[src/rtl/wave_sel_scheduler.sv]
// Waveform-select scheduler: defers each switch to a generator phase wrap, then blanks the output briefly.
// Optional automatic scanning is compiled in with the WAVE_AUTO_SCAN_EN macro.
module wave_sel_scheduler #(
  parameter int NUM_WAVES      = 5,
  parameter int BLANK_CYCLES   = 4,
  parameter int TIMEOUT_CYCLES = 65535
) (
  input  logic       clk,
  input  logic       rst,
  input  logic       btn_next,
  input  logic       noise_btn,
  input  logic       period_tick,
  input  logic       auto_en,
  input  logic [7:0] dwell_periods,
  output logic [2:0] wave_sel,
  output logic       noise_en,
  output logic       blank,
  output logic       busy
);

  localparam logic [1:0] S_HOLD    = 2'd0;
  localparam logic [1:0] S_PENDING = 2'd1;
  localparam logic [1:0] S_BLANK   = 2'd2;

  localparam int WAIT_W = $clog2(TIMEOUT_CYCLES + 1);
  localparam int BLK_W  = (BLANK_CYCLES > 1) ? $clog2(BLANK_CYCLES) : 1;

  localparam logic [WAIT_W-1:0] WAIT_LAST = WAIT_W'(TIMEOUT_CYCLES - 1);
  localparam logic [BLK_W-1:0]  BLK_LAST  = BLK_W'(BLANK_CYCLES - 1);
  localparam logic [2:0]        WAVE_LAST = 3'(NUM_WAVES - 1);

  logic [1:0]        state;
  logic [WAIT_W-1:0] wait_cnt;
  logic [BLK_W-1:0]  blank_cnt;
  logic              dwell_hit;

  // The >= keeps wave_sel in range even if it were ever loaded out of range.
  function automatic logic [2:0] next_wave(input logic [2:0] w);
    return (w >= WAVE_LAST) ? 3'd0 : w + 3'd1;
  endfunction

`ifdef WAVE_AUTO_SCAN_EN
  logic [7:0] dwell_cnt;
  logic [7:0] dwell_eff;

  // A pending btn_next wins over dwell expiry so only one advance happens.
  always_comb begin
    dwell_eff = (dwell_periods == 8'd0) ? 8'd1 : dwell_periods;
    dwell_hit = (state == S_HOLD) && auto_en && period_tick && !btn_next &&
                (({1'b0, dwell_cnt} + 9'd1) >= {1'b0, dwell_eff});
  end

  always_ff @(posedge clk) begin
    if (rst) begin
      dwell_cnt <= 8'd0;
    end else if (!auto_en || state != S_HOLD || btn_next || dwell_hit) begin
      dwell_cnt <= 8'd0;
    end else if (period_tick) begin
      dwell_cnt <= dwell_cnt + 8'd1;
    end
  end
`else
  logic unused_auto;
  assign dwell_hit   = 1'b0;
  assign unused_auto = ^{auto_en, dwell_periods};
`endif

  always_ff @(posedge clk) begin
    if (rst) begin
      state     <= S_HOLD;
      wave_sel  <= 3'd0;
      blank     <= 1'b0;
      busy      <= 1'b0;
      wait_cnt  <= '0;
      blank_cnt <= '0;
    end else begin
      case (state)
        S_HOLD: begin
          if (btn_next) begin
            state    <= S_PENDING;
            busy     <= 1'b1;
            wait_cnt <= '0;
          end else if (dwell_hit) begin
            state     <= S_BLANK;
            wave_sel  <= next_wave(wave_sel);
            blank     <= 1'b1;
            busy      <= 1'b1;
            blank_cnt <= '0;
          end
        end
        S_PENDING: begin
          // wait_cnt reads k-1 on the k-th edge after entry, so the forced switch lands on edge TIMEOUT_CYCLES.
          if (period_tick || wait_cnt == WAIT_LAST) begin
            state     <= S_BLANK;
            wave_sel  <= next_wave(wave_sel);
            blank     <= 1'b1;
            blank_cnt <= '0;
          end else begin
            wait_cnt <= wait_cnt + WAIT_W'(1);
          end
        end
        S_BLANK: begin
          if (blank_cnt == BLK_LAST) begin
            state <= S_HOLD;
            blank <= 1'b0;
            busy  <= 1'b0;
          end else begin
            blank_cnt <= blank_cnt + BLK_W'(1);
          end
        end
        default: begin
          state <= S_HOLD;
          blank <= 1'b0;
          busy  <= 1'b0;
        end
      endcase
    end
  end

  always_ff @(posedge clk) begin
    if (rst) begin
      noise_en <= 1'b0;
    end else if (noise_btn) begin
      noise_en <= ~noise_en;
    end
  end

endmodule

[config.mk]
export PLATFORM = sky130hd
export DESIGN_NAME = wave_sel_scheduler
export DESIGN_NICKNAME = d
export VERILOG_FILES = /design/src/rtl/wave_sel_scheduler.sv
export SDC_FILE = /design/constraint.sdc
export NUM_CORES = 1
export LEC_CHECK = 0
export ABC_AREA = 0
export ABC_CLOCK_PERIOD_IN_PS = 3600
export CORE_AREA = 8 8 70 72
export DETAILED_ROUTE_END_ITERATION = 10
export DIE_AREA = 0 0 78 80
export GPL_ROUTABILITY_DRIVEN = 0
export GPL_TIMING_DRIVEN = 0
export SYNTH_ARGS = -nofsm -noshare
export SYNTH_HDL_FRONTEND = slang
export SYNTH_SLANG_ARGS = --single-unit
[constraint.sdc]
create_clock -name clk -period 3.6 [get_ports clk]
set_clock_uncertainty 0.15 [all_clocks]
set_input_delay 0.36 -clock clk [delete_from_list [all_inputs] [get_ports clk]]
set_output_delay 0.36 -clock clk [all_outputs]
set_load 0.02 [all_outputs]
==> results.toml, run 1 <==
[critical_path]
path_class = "flip-flop to flip-flop"
start_kind = "flip-flop"
critPathArrivalTime_ns = 2.41
ff2ff_path_depth = 5
critPathMaxFanout = 10
worstPathRequired_ns = 3.62
critPathCaptureType = "flip-flop"

[die]
die_h_um = 80
initial_core_util_pct = 37.41
core.rowCount = 23
ioPinCount = 20
die_w_um = 78
fp.dieArea_um2 = 6240
core_um2 = 3856

[place]
dp_hpwl_um = 2714
place_ws_ns = 0.9468
numPortBuffers = 9

[final_layout]
nNetsFinal = 206
final_common_cell = "dfxtp_1"
final_cell_mix = "26 x dfxtp_1, 11 x nand3_1, 10 x inv_1"
antenna_cells = 0
drive_gt1_share_pct = 7.527
area_growth_pct = 14.40
final_core_util_pct = 42.80

[timing]
finalHoldViolCount = 0
fin_crit_ns = 2.392
min_period_over_period_pct = 66.44
fin_ws_ns = 1.208
fin_tns_setup_ns = 0
clock.fmax_mhz = 418.1
rsz0062_at_grt = "no"
maxSlewHeadroom_pct = 47.79
drv_slew = 0
tightestPinTransition_ns = 0.7749
setup_viol = 0

[cts]
cts_resized = 0
postCtsSetupRepairBufs = 0
cts_tree = "done"
clock-sinks = 26
ctsHtreeMaxLevel = 1
cts_hold_buf = 0
clkTransAtPathRegs_ns = 0.09
cts-root-buf = "clkbuf_8"
clk_latency_ns = 0.27
clk_path_buf_depth = 2
numCtsBuffers = 3

[grt]
grt_use_total_pct = 12.63
grt_pass1_vias = 1333
antenna_found_initial = 0
grt-ovfl-total = 0
grt_max_degree = 15
grt_pass1_wl_um = 6458

[routing]
dr.pass1.iters = 4
wl_per_cell_um = 16.04
drc_errors = 0
drt_iter0_drc = 146
postRouteAntennaNets = 0
vias_per_cell = 5.911
wl_um = 3786
vias = 1395

[pwr]
vdd_ir_drop_max_v = 0.0002753
finalPower_uw = 560.2
p_leak_nw = 0.5312
power.density_nw_per_um2 = 339.4

[min_path]
hp-class = "flip-flop to flip-flop"
hold_depth = 2

[synth]
syn_nets = 192
ys_types = 47
synthFlopType = "dfxtp_1"
syn_inst = 173
synth_edf_count = 0
yosysSeqAreaShare_pct = 36.08
syn_area_per_cell_um2 = 8.339
synthesis.area_um2 = 1443
synth-seq-cells = 26
synth_async_sr_flop_share_pct = 0
yosysWarnings = 0

[run_status]
status = "completed"

[flow_run]
cap_violations = 0
## where the power goes
| part | switching [mW] | internal [mW] |
|---|---|---|
| Combinational | 0.0419 | 0.0253 |
| Sequential | 0.00631 | 0.294 |
| Clock | 0.0943 | 0.0979 |
## cell type report
class | instances | area (µm²)
repair buffers | 9 | 90.09
plain buffers | 10 | 41.29
clock buffers | 4 | 55.05
flip-flops and latches | 26 | 520.5
multi-input cells | 126 | 839.6
fillers | 399 | 2206
inverters | 11 | 41.29
well taps | 50 | 62.56
## critical path, stage by stage (launching register included)
cell	delay [ns]
dfxtp_1	0.43
nand4_1	0.23
buf_2	0.26
o41ai_1	0.72
nand2_1	0.21
a31o_2	0.28
## cell families after synthesis
family | synth area share (%)
AOI/OAI and AO/OA | 21.60
xor gates and xnor gates | 0.6072
adders and majority gates | 4.337
buffers and inverters | 5.724
DFF | 36.08
muxes | 1.388
and+or+nand+nor | 30.27
## path summary, 6_finish.rpt
kind                               to  slack (ns)                      from
min                blank$_SDFFE_PP0P_        0.32        blank$_SDFFE_PP0P_
min reg2reg        blank$_SDFFE_PP0P_        0.32        blank$_SDFFE_PP0P_
max          wave_sel[2]$_SDFFE_PP0P_        1.21  wait_cnt[3]$_SDFFE_PP0P_
max reg2reg  wave_sel[2]$_SDFFE_PP0P_        1.21  wait_cnt[3]$_SDFFE_PP0P_
## state kept, by name, indices dropped and copies added, names as in the netlist
signal     count
blank_cnt      2
busy           1
noise_en       1
state          2
wave_sel       3
wait_cnt      16
blank          1
## stage by stage
step	instances	hold WS [ns]	cell area (µm²)
2_1_floorplan	173	0.2929	1443
4_1_cts	236	0.3186	1650
6_report	236	0.3175	1650
3_5_place_dp	232	0.3082	1595
3_3_place_gp	232	0.3001	1595
5_1_grt	236	0.3535	1650
## synth_stat cells (3+ instances only)
library cell   n  area (µm²)
inv_1         10       37.54
nand3_1       11       55.05
o211ai_1       4       30.03
nand2b_1       4       25.02
nand4_1        7       43.79
o31ai_1        3       22.52
buf_2          3       15.01
nor3_1         5       25.02
nor4_1         7       43.79
nand2_1        9       33.78
clkbuf_1       6       22.52
ha_1           5       62.56
or4_1          3       22.52
dfxtp_1       26       520.5
o21ai_0        6       30.03
a31oi_1        7       43.79
or3_1          5       31.28
nor2_1         8       30.03
a21oi_1        9       45.04
## per-layer routing
metal,up-vias,GRT usage [%],share of wire (%)
met3,2,4.392,5.4
met5,-,0,0
met4,0,3.148,0.61
met1,668,14.83,46
li1,686,-,-
met2,39,21.47,48
No activity file was read; power rests on OpenSTA's default activity.
==> run 2, diff against run 1 <==
ABC_CLOCK_PERIOD_IN_PS = 2200   (was 3600)
clock period = 2.2 ns   (was 3.6 ns; I/O delays follow)
==> run 2 against run 1 <==
Effect of this change:
- hold slack about the same
- worst setup slack got worse by 1.1 ns
- clock power up 61%
- final cell count decreased by 0.42%
- die area did not move
- fmax grew 12%
- wire length grew 1.2%
- via count is 1.3% higher
- power is 64% higher
==> results.toml, run 2 (same netlist as run 1, synthesis figures left out) <==
[critical_path]
path_class = "flip-flop to flip-flop"
crit_slowest_cell = "or4_4"
critPathCaptureType = "flip-flop"
cp_cell_sequence = "nand4_1, or4_4, or4_1, a41o_1"
slowest_delay_ns = 0.60
start_kind = "flip-flop"
critPathMaxFanout = 6
critPathArrivalTime_ns = 2.15
worstPathRequired_ns = 2.22

[pwr]
p_leak_nw = 0.5446
power.density_nw_per_um2 = 540.2
vdd_ir_drop_max_v = 0.0004527

[routing]
vias = 1413
drc_errors = 0
wl_per_cell_um = 16.31
wl_um = 3832
postRouteAntennaNets = 0
vias_per_cell = 6.013
dr.pass1.iters = 4
drt_iter0_drc = 161

[final_layout]
top_register = "wait_cnt"
largest_reg_flops = 16
final_cell_mix = "20 x dfxtp_1, 11 x nand3_1, 10 x inv_1"
area_growth_pct = 17.69
reg.largest.list = "wait_cnt x16, wave_sel x3"
drive_gt1_share_pct = 15.14
nNetsFinal = 205
antenna_cells = 0
fillerInstances = 397
final_cells = 235
final_common_cell = "dfxtp_1"

[timing]
fin_ws_ns = 0.06728
fin_crit_ns = 2.133
clock.fmax_mhz = 468.9
rsz0062_at_grt = "yes"
setup_viol = 0
maxSlewHeadroom_pct = 65.09
tightestPinTransition_ns = 0.5236
min_period_over_period_pct = 96.94
drv_slew = 0
finalHoldViolCount = 0

[cts]
numCtsBuffers = 3
clock-sinks = 26
ctsHtreeMaxLevel = 1
cts_tree = "done"
cts-root-buf = "clkbuf_8"
cts_hold_buf = 0
clk_path_buf_depth = 2
clk_latency_ns = 0.27
clkTransAtPathRegs_ns = 0.09

[grt]
grt_pass1_vias = 1345
grt-ovfl-total = 0
grt_max_degree = 15
top_usage_layer = "met2"
met2_usage_pct = 21.64
antenna_found_initial = 0
use_met3_pct = 4.167
use_met1_pct = 15.22
grt_use_total_pct = 12.77
grt_pass1_wl_um = 6527

[die]
die_h_um = 80
fp.dieArea_um2 = 6240
initial_core_util_pct = 37.41
ioPinCount = 20
core.rowCount = 23
core_um2 = 3856
die_w_um = 78

[place]
place_inst = 232
dp_hpwl_um = 2714
place_ws_ns = -0.3132
numPortBuffers = 9

[run_status]
status = "completed"

[flow_run]
cap_violations = 0

[min_path]
hp-class = "flip-flop to flip-flop"
## run 2: cell types whose count changed in the layout (fill, tap and decap cells not counted), sizes merged
| cell | before | now |
|---|---|---|
| buf | 4 | 5 |
| clkbuf | 10 | 8 |
## run 2: layer usage
metal,wire length (µm),up-vias
li1,-,682
met5,0,-
met3,229,4
met4,31,0
met1,1698,687
met2,1873,40
## run 2: critical path: cells and delay by family (launching register included)
kind	cells	cell delay, ns
simple gates	3	1.25
compound gates	1	0.24
flops	1	0.39
## run 2: final cells by class
class	count	area [µm²]	area share (%)
Buffer	8	37.54	2.211
Tap cell	50	62.56	3.685
Multi-Input combinational cell	126	875.8	51.58
Sequential cell	26	528.0	31.10
Timing Repair Buffer	10	97.59	5.748
Clock buffer	4	55.05	3.242
Inverter	11	41.29	2.432
## run 2: path summary, 6_finish.rpt
path,start,slack [ns],cells past startpoint,endpoint
max,wait_cnt[3]$_SDFFE_PP0P_,0.07,4,wait_cnt[15]$_SDFFE_PP0P_
min,blank$_SDFFE_PP0P_,0.32,2,blank$_SDFFE_PP0P_
max reg2reg,wait_cnt[3]$_SDFFE_PP0P_,0.07,4,wait_cnt[15]$_SDFFE_PP0P_
min reg2reg,blank$_SDFFE_PP0P_,0.32,2,blank$_SDFFE_PP0P_
## run 2: where the power goes
part | internal, mW | switching, mW | total, mW
Combinational | 0.0442 | 0.0711 | 0.115
Clock | 0.160 | 0.149 | 0.309
Sequential | 0.482 | 0.0107 | 0.492
## run 2: stage by stage
step	hold slack (ns)	power [mW]	instance area, µm²	setup TNS (ns)	utilization [%]
2_1_floorplan	0.2068	0.5698	1443	0	-
3_3_place_gp	0.3001	0.6105	1595	-1.986	41.37
3_5_place_dp	0.3082	0.6124	1595	-2.655	41.37
4_1_cts	0.3186	0.9237	1658	0	42.99
5_1_grt	0.3535	0.9776	1698	-0.1261	44.03
6_report	0.3176	0.9172	1698	0	44.03
## run 2: repair_timing
action,CTS,global route
setup endpoints to repair,11,21
buffers inserted,0,1
endpoints found under the hold margin,0,0
pin swaps,0,2
gates resized for setup,3,16
